===== src/rtl/onehot_pkg.sv =====
// Shared constants for the one-hot constant mux and its inverse encoder.
// Both ends read TABLE from here so they can never disagree.
package onehot_pkg;

    localparam int N_DEFAULT = 4;
    localparam int W_DEFAULT = 8;

    localparam int TBL_N    = 4;
    localparam int TBL_W    = 5;
    localparam int SEXT_MAX = 32;

    // -3, -5, -7, -11 as 5-bit two's complement
    localparam logic [TBL_W-1:0] TABLE [TBL_N] = '{5'h1D, 5'h1B, 5'h19, 5'h15};

    typedef enum logic [1:0] {
        IDLE,
        SEARCH,
        DONE
    } state_e;

    // Entries past the end of TABLE read as zero; callers size the result down.
    function automatic logic [SEXT_MAX-1:0] sextEntry(input int k);
        logic [TBL_W-1:0] e;
        e = '0;
        if (k >= 0 && k < TBL_N) begin
            e = TABLE[k];
        end
        return {{(SEXT_MAX-TBL_W){e[TBL_W-1]}}, e};
    endfunction

endpackage


===== src/rtl/onehot_value_encoder.sv =====
// Finds the one-hot selector that makes the constant mux output a given value,
// scanning the shared table one entry per cycle behind valid/ready handshakes.
module onehot_value_encoder
    import onehot_pkg::*;
#(
    parameter int N  = N_DEFAULT,
    parameter int W  = W_DEFAULT,
    parameter int CW = 8
) (
    input  logic                 clock,
    input  logic                 reset,
    input  logic                 in_valid,
    output logic                 in_ready,
    input  logic signed [W-1:0]  in_value,
    output logic                 out_valid,
    input  logic                 out_ready,
    output logic [N-1:0]         out_sel,
    output logic [$clog2(N)-1:0] out_index,
    output logic                 out_hit,
    output logic [CW-1:0]        miss_count
);

    localparam int IW = $clog2(N);
    localparam logic [IW-1:0] LAST_IDX = IW'(N - 1);

    state_e        state_q, state_d;
    logic [W-1:0]  value_q, value_d;
    logic [IW-1:0] idx_q, idx_d;
    logic [IW-1:0] cmpIdx_q, cmpIdx_d;
    logic          cmpValid_q, cmpValid_d;
    logic          eq_q, eq_d;
    logic [N-1:0]  sel_q, sel_d;
    logic [IW-1:0] index_q, index_d;
    logic          hit_q, hit_d;
    logic [CW-1:0] missCount_q, missCount_d;
    logic [W-1:0]  entryVal;

    assign entryVal = W'(sextEntry(int'(idx_q)));

    // The compare result is registered and judged a cycle later, which keeps
    // the table lookup and equality off the state-decision path.
    always_comb begin
        state_d     = state_q;
        value_d     = value_q;
        idx_d       = idx_q;
        cmpIdx_d    = cmpIdx_q;
        cmpValid_d  = 1'b0;
        eq_d        = eq_q;
        sel_d       = sel_q;
        index_d     = index_q;
        hit_d       = hit_q;
        missCount_d = missCount_q;

        unique case (state_q)
            IDLE: begin
                if (in_valid) begin
                    value_d = in_value;
                    idx_d   = '0;
                    state_d = SEARCH;
                end
            end
            SEARCH: begin
                eq_d       = (value_q == entryVal);
                cmpIdx_d   = idx_q;
                cmpValid_d = 1'b1;
                if (idx_q != LAST_IDX) begin
                    idx_d = idx_q + 1'b1;
                end
                if (cmpValid_q) begin
                    if (eq_q) begin
                        sel_d      = N'(1) << cmpIdx_q;
                        index_d    = cmpIdx_q;
                        hit_d      = 1'b1;
                        cmpValid_d = 1'b0;
                        state_d    = DONE;
                    end else if (cmpIdx_q == LAST_IDX) begin
                        sel_d      = '0;
                        index_d    = '0;
                        hit_d      = 1'b0;
                        cmpValid_d = 1'b0;
                        state_d    = DONE;
                        if (missCount_q != '1) begin
                            missCount_d = missCount_q + 1'b1;
                        end
                    end
                end
            end
            DONE: begin
                if (out_ready) begin
                    state_d = IDLE;
                end
            end
            default: state_d = IDLE;
        endcase
    end

    always_ff @(posedge clock or negedge reset) begin
        if (!reset) begin
            state_q     <= IDLE;
            value_q     <= '0;
            idx_q       <= '0;
            cmpIdx_q    <= '0;
            cmpValid_q  <= 1'b0;
            eq_q        <= 1'b0;
            sel_q       <= '0;
            index_q     <= '0;
            hit_q       <= 1'b0;
            missCount_q <= '0;
        end else begin
            state_q     <= state_d;
            value_q     <= value_d;
            idx_q       <= idx_d;
            cmpIdx_q    <= cmpIdx_d;
            cmpValid_q  <= cmpValid_d;
            eq_q        <= eq_d;
            sel_q       <= sel_d;
            index_q     <= index_d;
            hit_q       <= hit_d;
            missCount_q <= missCount_d;
        end
    end

    assign in_ready   = (state_q == IDLE);
    assign out_valid  = (state_q == DONE);
    assign out_sel    = sel_q;
    assign out_index  = index_q;
    assign out_hit    = hit_q;
    assign miss_count = missCount_q;

endmodule

===== config.mk =====
export PLATFORM = sky130hd
export DESIGN_NAME = onehot_value_encoder
export DESIGN_NICKNAME = d
export VERILOG_FILES = /design/src/rtl/onehot_pkg.sv /design/src/rtl/onehot_value_encoder.sv
export SDC_FILE = /design/constraint.sdc
export NUM_CORES = 1
export LEC_CHECK = 0
export ABC_CLOCK_PERIOD_IN_PS = 2180
export CAP_MARGIN = 5
export CORE_ASPECT_RATIO = 2
export CORE_MARGIN = 1
export CORE_UTILIZATION = 30
export DETAILED_ROUTE_END_ITERATION = 6
export GPL_TIMING_DRIVEN = 1
export PLACE_DENSITY_LB_ADDON = 0.1
export SKIP_CTS_REPAIR_TIMING = 1
export SLEW_MARGIN = 40
export SYNTH_ARGS = -nofsm -noshare
export SYNTH_HDL_FRONTEND = slang
export SYNTH_SLANG_ARGS = --single-unit

===== constraint.sdc =====
create_clock -name clock -period 2.18 [get_ports clock]
set_input_delay 0.436 -clock clock [delete_from_list [all_inputs] [get_ports clock]]
set_output_delay 0.436 -clock clock [all_outputs]
set_load 0.03 [all_outputs]

Word level (Yosys, flattened, before mapping)
Index checks and enable logic that the tools add are counted.
{"block": "word_totals", "word_cells": 57, "inputBits": 12, "reg_bits": 31}
{"block": "classes", "n_mux": 22, "eq_ne": 11, "order_cmp": 1, "reduce_logical": 8, "n_bitwise": 2, "add_sub_neg": 2, "n_shift": 1}
{"operator": "32-bit by 3-bit >= comparator with 1-bit output, second input constant", "count": 1}
{"operator": "2-bit NOT with 32-bit output", "count": 1}
{"operator": "2-bit 2-to-1 mux", "count": 9}
{"operator": "5-bit binary-select mux with 2-bit select", "count": 1}
{"operator": "5-bit 2-to-1 mux", "count": 2}
{"operator": "8-bit by 1-bit adder with 8-bit output, second input constant", "count": 1}
{"operator": "8-bit == test", "count": 1}
{"operator": "4-bit 2-to-1 mux", "count": 2}
{"operator": "2-bit != test, second input constant", "count": 4}
{"operator": "8-bit != test, second input constant", "count": 1}
{"operator": "1-bit 2-to-1 mux", "count": 6}
{"operator": "2-bit case mux with 3 select lines", "count": 1}
{"operator": "3-bit AND reduction", "count": 2}
{"operator": "5-bit AND reduction", "count": 1}
{"operator": "2-bit == test, second input constant", "count": 2}
{"operator": "2-bit case mux with 2 select lines", "count": 1}
{"operator": "4-bit AND reduction", "count": 1}
{"operator": "2-bit nonzero test", "count": 2}
{"operator": "1-bit by 2-bit left shift with 4-bit output, first input constant", "count": 1}
{"operator": "3-bit != test, second input constant", "count": 1}
{"operator": "2-bit by 1-bit adder with 2-bit output, second input constant", "count": 1}
{"operator": "2-bit by 1-bit == test with 1-bit output, second input constant", "count": 1}
{"operator": "2-bit logical NOT", "count": 1}
{"operator": "2-bit by 1-bit != test with 1-bit output, second input constant", "count": 1}
{"operator": "2 further kinds", "count": 2}

Longest topological paths before layout
{"block": "logic_depth", "ltp_word": 5, "mapped_depth": 5, "mapped_depth_nobuf": 5}

Worst setup path after synthesis
OpenSTA, ideal clock, no wires.
{"block": "synth_path", "kind": "register -> register", "start": "register missCount_q[0], in the netlist miss_count[0]", "end": "register missCount_q[1], in the netlist miss_count[1]", "setup_ns": 0.125, "required_ns": 2.055, "path_slack_ns": 0.460, "n_path_buf": 0, "arrival_time_ns": 1.595, "path_stages_with_launch": 5, "cell_sequence": "dfrtp_1 -> ha_1 -> and3_1 -> a211oi_2 -> mux2_2"}
{"block": "synth_via", "elab_chain_cells": 2, "elab_cells_between_ends": 3, "classes_between": "1 x add/sub; 1 x eq/ne; 1 x reduce/logical"}
{"element": "start: declaration", "line_no": "onehot_value_encoder.sv:35", "text": "logic [CW-1:0] missCount_q, missCount_d;"}
{"element": "start signal: assignment", "line_no": "onehot_value_encoder.sv:119", "text": "missCount_q <= missCount_d;"}
{"element": "parallel branches: the longest is 2 deep, another holds 8-bit by 1-bit adder with 8-bit output"}
Several ways; the timed one is not identified.
A chain may end at the register's enable or synchronous reset.

Worst setup path in the final report
{"block": "layout_path", "start": "register state_q[0]", "end": "output out_valid"}
{"block": "layout_via", "elab_chain_cells": 1}
{"element": "start: declaration", "line_no": "onehot_value_encoder.sv:26", "text": "state_e state_q, state_d;"}
{"element": "start signal: assignment", "line_no": "onehot_value_encoder.sv:110", "text": "state_q <= state_d;"}
{"element": "2-bit == test", "line_no": "onehot_value_encoder.sv:124", "text": "assign out_valid = (state_q == DONE);"}
{"element": "end: declaration", "line_no": "onehot_value_encoder.sv:15", "text": "output logic out_valid,"}
Every way passes these cells.

==> key figures <==
Cells and area
  • Synthesis-to-finish area growth: 30.3%
  • Ant diodes: 0
  • Fill cell count: 470
  • Non-filler instance count after layout: 215
  • Share of final-layout standard cells stronger than drive strength 1: 16.3%
  • Post-layout net count: around 180
  • Cell area after layout: 1870 µm²

Clock network
  • Max Buffers Root-to-Sink: 2
  • Number of sinks handled by clock tree synthesis: 31
  • CTS H-tree lvls: 2
  • Insertion delay to the later sink of the worst-skew pair: approximately 0.28 ns
  • Inserted Clock Buffers: 5
  • CTS clk-pin slew, worst paths: roughly 0.07 ns
  • Clock Tree Root: clkbuf_8
  • Clock tree from TritonCTS: yes

Floorplanning
  • Initial cell density of the core: 31.2%
  • Num rows: 35
  • DIE AREA: a little over 5000 µm²
  • Width of the die: 50.9 µm
  • Die outline height: 99.9 µm
  • Area of the placeable core: between 4000 and 5000 µm²
  • I/O pin cnt: 29

Timing
  • Final total negative setup slack: 0 ns
  • Setup repair after global routing missed its margin: no
  • Min Clock Period, post-route: 2.06 ns
  • Final clock skew: 0.00408 ns
  • Final cycle utilization of the critical path: 94.4%
  • Slew margin rel.: between 70% and 80%
  • Final hold violation count: 0
  • Final max-slew violation count: 0
  • Transition time at the pin with the least slew margin: 0.400 ns
  • Max frequency: 486 MHz
  • Number of endpoints failing setup at the final stage: 0

Power and ir drop
  • Design Power: 2.13 mW
  • Static leakage: roughly 0.8 nW
  • Power density of the placed cells: 1140 nW/µm²
  • Maximum vdd ir drop: 0.633 mV

Job
  • Max Cap Viol: 0

Drt
  • Detailed router's first-iteration violation count: 5
  • Vias per cell: 4.89
  • First drt pass iteration count: 3
  • DRC violations left: 0
  • Detailed Route WL: 2880 µm
  • Routed length per placed instance: 13.4 µm
  • Via count: 1,051
  • Antenna Violating Nets Remaining: 0

Global route
  • GR Overflow Total: 0
  • Largest net degree at the start of global routing: 32
  • Via count of the first global-routing pass: 1,129
  • Antenna violations before repair: 0
  • Overall fraction of global-route tracks in use: approximately 13%
  • Wire length of the first global-routing pass: 5010 µm

Setup path
  • Data required time of the worst path: 1.74 ns
  • Maximum fanout count along the critical path: 8
  • Crit Path Class: register to output port
  • CP startpoint kind: register
  • Worst Setup End Kind: output port
  • Arrival @ worst endpoint: approximately 1.6 ns

Logic synthesis
  • Total standard cell area after synthesis: 1440 µm²
  • Yosys synthesis warning count: 0
  • Flop and latch count out of synthesis: 31
  • Mapped Avg Cell Area: around 11 µm²
  • Fraction of registers with async set/reset: 100%
  • Share of synthesized area occupied by flip-flops and latches: 54.0%
  • Net count of the mapped netlist: about 140
  • EDFF count, synth: 0
  • Synthesized instance count: 125
  • Count of distinct cell types in the synthesized netlist: 34
  • Most used flip-flop cell after synthesis: dfrtp_1

Place
  • Placed insts: 207
  • Post-DP HPWL: 2200 µm
  • Cell area after placement: ~1800 µm²
  • Number of I/O port buffers: 28
  • Final weighted congestion in routability-driven placement: 0.748

Outcome
  • Status: finished clean

Hold path
  • Path type of the worst min-delay path: register to register
-- metal layers --
layer / wire (µm) / vias up / global-route usage (%) / share of wire, %
met5: 0 / - / 0 / 0
met4: 132 / 0 / 9.40 / 4.6
met3: 102 / 9 / 2.88 / 3.5
met2: 1610 / 29 / 23.8 / 56
met1: 1040 / 503 / 13.2 / 36
li1: - / 510 / - / -
-- synthesized netlist by cell type, types with 2 or more instances --
master	n	area, µm²
a21oi_1	2	10.0
a22o_1	2	17.5
and2_1	2	12.5
and3_1	2	12.5
and4_1	2	17.5
buf_2	4	20.0
dfrtp_1	31	776
ha_1	4	50.1
inv_1	6	22.5
mux2_1	2	22.5
mux2_2	11	124
nand2_1	15	56.3
nand2b_1	3	18.8
nand3_1	4	20.0
nor2_1	3	11.3
nor3_1	2	10.0
o21ai_0	7	35.0
o31ai_1	2	15.0
o41ai_1	2	17.5
xnor2_1	3	26.3
xor2_1	3	26.3
-- cell families after synthesis --
| logic type | Yosys count | synth area share (%) |
|---|---|---|
| AOI/OAI and AO/OA | 21 | 10.2 |
| xor gates and xnor gates | 6 | 3.66 |
| adders and majority gates | 4 | 3.48 |
| buffers and inverters | 10 | 2.96 |
| DFF | 31 | 54.0 |
| muxes | 14 | 10.9 |
| and+or+nand+nor | 39 | 14.8 |
-- placed cells by master, fill, tap and decap left out, types with 2 or more instances in the layout --
master           count
a21oi_1              2
a22o_1               2
and2_1               2
and3_1               2
and4_1               2
buf_4                3
clkbuf_8             5
clkdlybuf4s50_1     28
clkinv_2             3
dfrtp_1             31
ha_1                 4
inv_1                6
mux2_1               2
mux2_2              11
nand2_1             15
nand2b_1             3
nand3_1              4
nor2_1               3
nor3_1               2
o21ai_0              7
o31ai_1              2
o41ai_1              2
xnor2_1              3
xor2_1               3
-- state kept, by name (all words and copies together), names as in the netlist --
register	count
miss_count	8
value_q	8
idx_q	2
eq_q	1
out_hit	1
cmpValid_q	1
out_sel	4
cmpIdx_q	2
state_q	2
out_index	2
-- where the power goes --
part           leakage, nW  internal [mW]  total (mW)  switching, mW
Clock               0.0477          0.218       0.431          0.213
Sequential           0.397          0.751       0.929          0.179
Combinational        0.357          0.384       0.767          0.383
-- stage by stage --
step	setup WS [ns]	hold WS, ns	util (%)
2_1_floorplan	0.460	0.140	-
3_3_place_gp	0.415	0.469	38.9
3_5_place_dp	0.395	0.472	38.9
4_1_cts	0.0997	0.487	40.7
5_1_grt	0.0356	0.509	40.7
6_report	0.121	0.479	40.7
-- cell type report --
type	instances	area, µm²	area share (%)
inverter	6	22.5	1.20
tap	55	68.8	3.68
multi-input combinational	84	618	33.0
sequential	31	776	41.4
clock inverter	3	15.0	0.802
clock buffer	5	68.8	3.68
timing repair buffer	31	303	16.2
-- final timing paths --
path                               from            end  slack [ns]  cells past startpoint
max in group asynchronous         reset   out_index[0]        1.33                      2
max                          state_q[0]      out_valid        0.12                      3
min                        out_index[1]   out_index[1]        0.48                      2
min reg2reg                out_index[1]   out_index[1]        0.48                      2
min in group asynchronous         reset  miss_count[3]        0.55                      2
max reg2reg                  state_q[1]  miss_count[6]        0.46                      4
-- worst max-delay path: stages, from the launching register on --
cell,delay (ns)
dfrtp_1,0.45
nand2b_1,0.19
inv_1,0.06
clkdlybuf4s50_1,0.66
Power figures use the tool's default switching activity.
